[src/rtl/unison_scan_sequencer.sv]
// unison_scan_sequencer: time-shares the host readout path across the
// digital_unison channels. Each enabled channel is visited in ascending index
// order: cleared, integrated for win_len cycles, read out through 2-bit I/Q
// lanes into shift registers, then the result is offered on a valid/ready port.
//
// Ports:
//   clk_master, rstb        clock, async active-low reset
//   start, abort            scan request (IDLE only) / synchronous abort
//   ch_mask, win_len        channel set and window length, latched on start
//   read_out_I/Q            per-channel 2-bit lanes, channel c on [2c+1:2c]
//   ch_clk_en/rstb/ud_en    per-channel clock gate, clear, count enable
//   busy, done              scan in progress / completion pulse
//   res_valid/ready         result handshake
//   res_ch, res_I, res_Q    result channel and captured words
module unison_scan_sequencer #(
  parameter int unsigned NUM_CH  = 6,
  parameter int unsigned WIN_W   = 16,
  parameter int unsigned RD_BITS = 16,
  parameter int unsigned CH_W    = 3
) (
  input  logic                   clk_master,
  input  logic                   rstb,
  input  logic                   start,
  input  logic                   abort,
  input  logic [NUM_CH-1:0]      ch_mask,
  input  logic [WIN_W-1:0]       win_len,
  input  logic [2*NUM_CH-1:0]    read_out_I,
  input  logic [2*NUM_CH-1:0]    read_out_Q,
  output logic [NUM_CH-1:0]      ch_clk_en,
  output logic [NUM_CH-1:0]      ch_rstb,
  output logic [NUM_CH-1:0]      ch_ud_en,
  output logic                   busy,
  output logic                   done,
  output logic                   res_valid,
  input  logic                   res_ready,
  output logic [CH_W-1:0]        res_ch,
  output logic [2*RD_BITS-1:0]   res_I,
  output logic [2*RD_BITS-1:0]   res_Q
);

  localparam int unsigned RES_W    = 2 * RD_BITS;
  localparam int unsigned RD_CNT_W = $clog2(RD_BITS + 1);
  localparam int unsigned CNT_W    = (WIN_W > RD_CNT_W) ? WIN_W : RD_CNT_W;

  typedef enum logic [2:0] {
    S_IDLE, S_SELECT, S_CLEAR, S_INTEGRATE, S_READ, S_HOLD
  } state_t;

  state_t              r_state, w_state_nxt;
  logic [NUM_CH-1:0]   r_pend, w_pend_nxt;      // channels not yet visited
  logic [WIN_W-1:0]    r_win, w_win_nxt;
  logic [CNT_W-1:0]    r_cnt, w_cnt_nxt;
  logic [CH_W-1:0]     r_cur, w_cur_nxt;
  logic [NUM_CH-1:0]   r_ch_clk_en, w_ch_clk_en_nxt;
  logic [NUM_CH-1:0]   r_ch_rstb, w_ch_rstb_nxt;
  logic [NUM_CH-1:0]   r_ch_ud_en, w_ch_ud_en_nxt;
  logic                r_busy, w_busy_nxt;
  logic                r_done, w_done_nxt;
  logic                r_res_valid, w_res_valid_nxt;
  logic [RES_W-1:0]    r_res_i, w_res_i_nxt;
  logic [RES_W-1:0]    r_res_q, w_res_q_nxt;

  logic                w_found;
  logic [CH_W-1:0]     w_sel_idx;
  logic [1:0]          w_lane_i, w_lane_q;
  logic [NUM_CH-1:0]   w_oh;

  // State and all registered outputs.
  always_ff @(posedge clk_master or negedge rstb) begin
    if (!rstb) begin
      r_state     <= S_IDLE;
      r_pend      <= '0;
      r_win       <= '0;
      r_cnt       <= '0;
      r_cur       <= '0;
      r_ch_clk_en <= '0;
      r_ch_rstb   <= '0;
      r_ch_ud_en  <= '0;
      r_busy      <= 1'b0;
      r_done      <= 1'b0;
      r_res_valid <= 1'b0;
      r_res_i     <= '0;
      r_res_q     <= '0;
    end else begin
      r_state     <= w_state_nxt;
      r_pend      <= w_pend_nxt;
      r_win       <= w_win_nxt;
      r_cnt       <= w_cnt_nxt;
      r_cur       <= w_cur_nxt;
      r_ch_clk_en <= w_ch_clk_en_nxt;
      r_ch_rstb   <= w_ch_rstb_nxt;
      r_ch_ud_en  <= w_ch_ud_en_nxt;
      r_busy      <= w_busy_nxt;
      r_done      <= w_done_nxt;
      r_res_valid <= w_res_valid_nxt;
      r_res_i     <= w_res_i_nxt;
      r_res_q     <= w_res_q_nxt;
    end
  end

  // Next state, datapath and next-cycle output values.
  always_comb begin
    w_state_nxt = r_state;
    w_pend_nxt  = r_pend;
    w_win_nxt   = r_win;
    w_cnt_nxt   = r_cnt;
    w_cur_nxt   = r_cur;
    w_done_nxt  = 1'b0;
    w_res_i_nxt = r_res_i;
    w_res_q_nxt = r_res_q;
    w_found     = 1'b0;
    w_sel_idx   = '0;
    w_lane_i    = '0;
    w_lane_q    = '0;

    // Descending scan so the lowest pending index is the one that sticks.
    for (int c = NUM_CH - 1; c >= 0; c--) begin
      if (r_pend[c]) begin
        w_found   = 1'b1;
        w_sel_idx = CH_W'(c);
      end
    end

    for (int c = 0; c < NUM_CH; c++) begin
      if (r_cur == CH_W'(c)) begin
        w_lane_i = read_out_I[2*c +: 2];
        w_lane_q = read_out_Q[2*c +: 2];
      end
    end

    case (r_state)
      S_IDLE: begin
        if (start && !abort) begin
          w_pend_nxt  = ch_mask;
          w_win_nxt   = (win_len == '0) ? WIN_W'(1) : win_len;
          w_state_nxt = S_SELECT;
        end
      end
      S_SELECT: begin
        if (w_found) begin
          w_cur_nxt   = w_sel_idx;
          w_pend_nxt  = r_pend & ~(NUM_CH'(1) << w_sel_idx);
          w_cnt_nxt   = CNT_W'(1);
          w_state_nxt = S_CLEAR;
        end else begin
          w_done_nxt  = 1'b1;
          w_state_nxt = S_IDLE;
        end
      end
      S_CLEAR: begin
        w_res_i_nxt = '0;
        w_res_q_nxt = '0;
        if (r_cnt == '0) begin
          w_cnt_nxt   = CNT_W'(r_win);
          w_state_nxt = S_INTEGRATE;
        end else begin
          w_cnt_nxt = r_cnt - CNT_W'(1);
        end
      end
      S_INTEGRATE: begin
        // Counts down to 1 from a value >= 1, so the full window never wraps.
        if (r_cnt == CNT_W'(1)) begin
          w_cnt_nxt   = CNT_W'(RD_BITS);
          w_state_nxt = S_READ;
        end else begin
          w_cnt_nxt = r_cnt - CNT_W'(1);
        end
      end
      S_READ: begin
        w_res_i_nxt = {r_res_i[RES_W-3:0], w_lane_i};
        w_res_q_nxt = {r_res_q[RES_W-3:0], w_lane_q};
        if (r_cnt == CNT_W'(1)) begin
          w_state_nxt = S_HOLD;
        end else begin
          w_cnt_nxt = r_cnt - CNT_W'(1);
        end
      end
      S_HOLD: begin
        if (res_ready) begin
          w_state_nxt = S_SELECT;
        end
      end
      default: w_state_nxt = S_IDLE;
    endcase

    if (abort && (r_state != S_IDLE)) begin
      w_state_nxt = S_IDLE;
      w_done_nxt  = 1'b0;
    end

    // Outputs are decoded from the upcoming state so they register in step with it.
    w_oh            = NUM_CH'(1) << w_cur_nxt;
    w_ch_clk_en_nxt = '0;
    w_ch_ud_en_nxt  = '0;
    w_ch_rstb_nxt   = '1;
    w_res_valid_nxt = 1'b0;
    w_busy_nxt      = (w_state_nxt != S_IDLE);
    case (w_state_nxt)
      S_CLEAR:     w_ch_rstb_nxt = ~w_oh;
      S_INTEGRATE: begin
        w_ch_clk_en_nxt = w_oh;
        w_ch_ud_en_nxt  = w_oh;
      end
      S_READ:      w_ch_clk_en_nxt = w_oh;
      S_HOLD:      w_res_valid_nxt = 1'b1;
      default:     ;
    endcase
  end

  assign ch_clk_en = r_ch_clk_en;
  assign ch_rstb   = r_ch_rstb;
  assign ch_ud_en  = r_ch_ud_en;
  assign busy      = r_busy;
  assign done      = r_done;
  assign res_valid = r_res_valid;
  assign res_ch    = r_cur;
  assign res_I     = r_res_i;
  assign res_Q     = r_res_q;

endmodule

[config.mk]
export PLATFORM = sky130hd
export DESIGN_NAME = unison_scan_sequencer
export DESIGN_NICKNAME = d
export VERILOG_FILES = /design/src/rtl/unison_scan_sequencer.sv
export SDC_FILE = /design/constraint.sdc
export NUM_CORES = 1
export LEC_CHECK = 0
export ABC_CLOCK_PERIOD_IN_PS = 2660
export BUFFER_PORTS_ARGS = -buffer_cell sky130_fd_sc_hd__buf_2
export CORE_MARGIN = 2
export CORE_UTILIZATION = 37
export DETAILED_ROUTE_END_ITERATION = 12
export GPL_ROUTABILITY_DRIVEN = 0
export HOLD_SLACK_MARGIN = 0.03
export REMOVE_ABC_BUFFERS = 1
export SETUP_SLACK_MARGIN = 0.05
export SYNTH_ARGS = -nofsm -noshare
export SYNTH_HDL_FRONTEND = slang
export SYNTH_SLANG_ARGS = --single-unit
export TNS_END_PERCENT = 100
[constraint.sdc]
create_clock -name clk_master -period 2.66 [get_ports clk_master]
set_clock_uncertainty 0.2 [all_clocks]
set_input_delay 0.266 -clock clk_master [delete_from_list [all_inputs] [get_ports clk_master]]
set_output_delay 0.266 -clock clk_master [all_outputs]
set_load 0.02 [all_outputs]
==> impl_metrics.ini <==
[die]
fp.dieW_um = 130
core_area_sq_mm = 0.0153
start_util_pct = 38.1
rows = 45
die_area_sq_mm = 0.0168
die_h_um = 130
io_pins = 139

[clock_network]
insertion_delay_ns = 0.42
numCtsBuffers = 17
path_clk_slew_ns = 0.06
cts.sinks = 129
cts_buffer_depth = 2
cts_tree = done
cts-htree-levels = 4
clock-root-buffer = clkbuf_16

[critical_path]
critPathMaxFanout = 7
cp.required_ns = 2.82
worstSetupEndpointType = register
worst_path_max_delay_cell = or4_2
worstSetupPathType = reg2reg
cp.arrival_ns = 2.66
crit_path_cell_trace = inv_2, ha_4, or4b_4, nand2b_1, or4_2, a2bb2oi_1, a221o_2
startpoint_type = register
slowest_delay_ns = 0.55

[logic_synthesis]
synth_common_cells = 129 x dfrtp_1, 65 x a22o_1, 25 x nor2_1
synth_area_sq_mm = 0.00583
yosysTopAreaCell = dfrtp_1
synth_ff_type = dfrtp_1
synth_edf_count = 0
synth_seq_cells = 129
yosys-top-cells-area = dfrtp_1 55%, a22o_1 9.8%, mux2_2 2.9%
syn_inst = 492
post-synth-top-count-cell = dfrtp_1
ys_types = 73
synth-warning-count = 0
synth_top_area_share_pct = 55.4
ys_seq_area_share_pct = 55.4
avgSynthCellArea_sq_um = 11.9
async_reset_ff_share_pct = 100

[timing]
finalHoldViolCount = 0
grt_setup_unrepaired = false
tightest_slew_ns = 0.697
fmax_mhz = 399
maxSlewHeadroom_pct = 53.5
period_needed_ns = 2.51
slew_viol_final = 0
fin_tns_setup_ns = 0
period_share_pct = 94.3
final-setup-viol-count = 0
whs_ns = 0.0703
timing.final.ws_setup_ns = 0.153

[grt]
track_usage_pct = 18.7
grt_pass1_vias = 4889
gr-total-overflow = 0
grt_max_degree = 66
antenna_found_initial = 0
grt_pass1_wl_um = 24700

[layout]
drive_gt1_share_pct = 37.5
nFillCells = 1410
nets = 726
diodes = 0
fin_util_pct = 50.9
syn_to_final_growth_pct = 33.6

[power]
power_switching_uw = 2820
p_per_area_mw_per_mm2 = 989
totalPowerFinal_uw = 7700
switching_share_pct = 36.6
clkPwrFrac_pct = 29.8
power_frac_comb_pct = 34.6
cellInternalPower_uw = 4880
seqPwrFrac_pct = 35.6
ir_drop_uv = 568
p_leak_uw = 0.00376

[place]
numPortBuffers = 138
hpwl_um = 10300
place_ws_ns = -0.000652

[route]
wl_per_cell_um = 16.9
postRouteAntennaNets = 0
vias = 4819
drc = 0
wl_um = 15200
drt_iter0_drc = 422
drtPass1Iterations = 5
avgViaCountPerCell = 5.38

[run_status]
outcome = finished, final reports clean

[min_path]
hold_class = in2reg

[run]
cap_violations = 0
[repair_timing]
action                     CTS  global route
hold endpoints to repair   152             0
setup buffers                0             0
pin swaps                    0             0
hold buffers                24             0
setup endpoints to repair    7            13
resized for setup            3             9
[registers in the layout, summed over array words and instances, names as in the netlist]
| register | count |
|---|---|
| r_win | 16 |
| res_ch | 3 |
| ch_clk_en | 6 |
| busy | 1 |
| ch_rstb | 6 |
| res_Q | 32 |
| r_pend | 6 |
| res_valid | 1 |
| done | 1 |
| res_I | 32 |
| r_cnt | 16 |
| r_state | 3 |
| ch_ud_en | 6 |
[worst max-delay path, delay by kind of cell, from the launching register on]
kind / cells / cell delay [ns]
simple gates: 3 / 1.24
flops: 1 / 0.42
compound gates: 2 / 0.30
fa+ha+maj: 1 / 0.17
buf+inv: 1 / 0.11
[final timing paths]
| check | to | slack, ns | start | cells after the start |
|---|---|---|---|---|
| min in group asynchronous | res_Q[20] | 0.10 | rstb | 2 |
| max in group asynchronous | r_state[0] | 1.51 | rstb | 3 |
| hold / removal | r_state[2] | 0.07 | res_ready | 4 |
| hold reg to reg | res_I[31] | 0.29 | res_I[31] | 1 |
| setup reg to reg | r_cnt[8] | 0.15 | r_cnt[0] | 7 |
| setup / recovery | r_cnt[8] | 0.15 | r_cnt[0] | 7 |
[final cells by class]
cell class | count | area [sq um] | area share [%]
Multi-Input combinational cell | 316 | 2450 | 31.4
Clock buffer | 17 | 425 | 5.46
Sequential cell | 129 | 3230 | 41.4
Inverter | 14 | 52.6 | 0.674
Tap cell | 211 | 264 | 3.39
Clock inverter | 14 | 155 | 1.99
Timing Repair Buffer | 195 | 1220 | 15.6
[routing by layer]
metal  vias to the layer above  GRT usage [%]  routed length [um]
met4                         0           7.21                 236
met2                       163           28.2                6950
met1                      2386           25.9                6970
met5                         -              0                   0
li1                       2252              -                   -
met3                        18           5.04                 996
[stage by stage]
step	instance area, sq um	std cells
after floorplan	5670	459
after global routing	7790	896
after detailed placement	6920	841
after global placement	6920	841
after CTS	7760	896
final	7790	896
[kinds of logic after synthesis]
family | count (synthesis) | synth area share, %
compound gates | 159 | 21.6
xor+xnor | 3 | 0.451
fa+ha+maj | 2 | 0.429
buf+inv | 47 | 3.73
flops | 129 | 55.4
mux | 26 | 5.64
simple gates | 126 | 12.8
[cell usage in the layout (no fill, tap or decap), types with 7 or more instances in the layout]
| master | count |
|---|---|
| mux2_2 | 15 |
| a22o_1 | 65 |
| nor3_1 | 10 |
| clkbuf_16 | 17 |
| dfrtp_1 | 128 |
| nand2_1 | 23 |
| mux2i_1 | 7 |
| dlygate4sd3_1 | 24 |
| nand2b_1 | 8 |
| buf_4 | 31 |
| inv_1 | 12 |
| nor4_1 | 11 |
| o21ai_0 | 13 |
| a31oi_1 | 10 |
| or3_1 | 7 |
| a211oi_1 | 7 |
| buf_2 | 137 |
| nor2_1 | 24 |
| a21oi_1 | 7 |
[power by group through the flow]
stage,combinational (uW),sequential (uW),clock [uW]
2_1_floorplan,1590,2730,0
3_3_place_gp,2510,2740,0
3_5_place_dp,2560,2750,0
4_1_cts,2620,2730,2350
5_1_grt,2920,2800,2440
6_report,2660,2740,2300
Note: power is estimated with default switching activity, not from simulation.
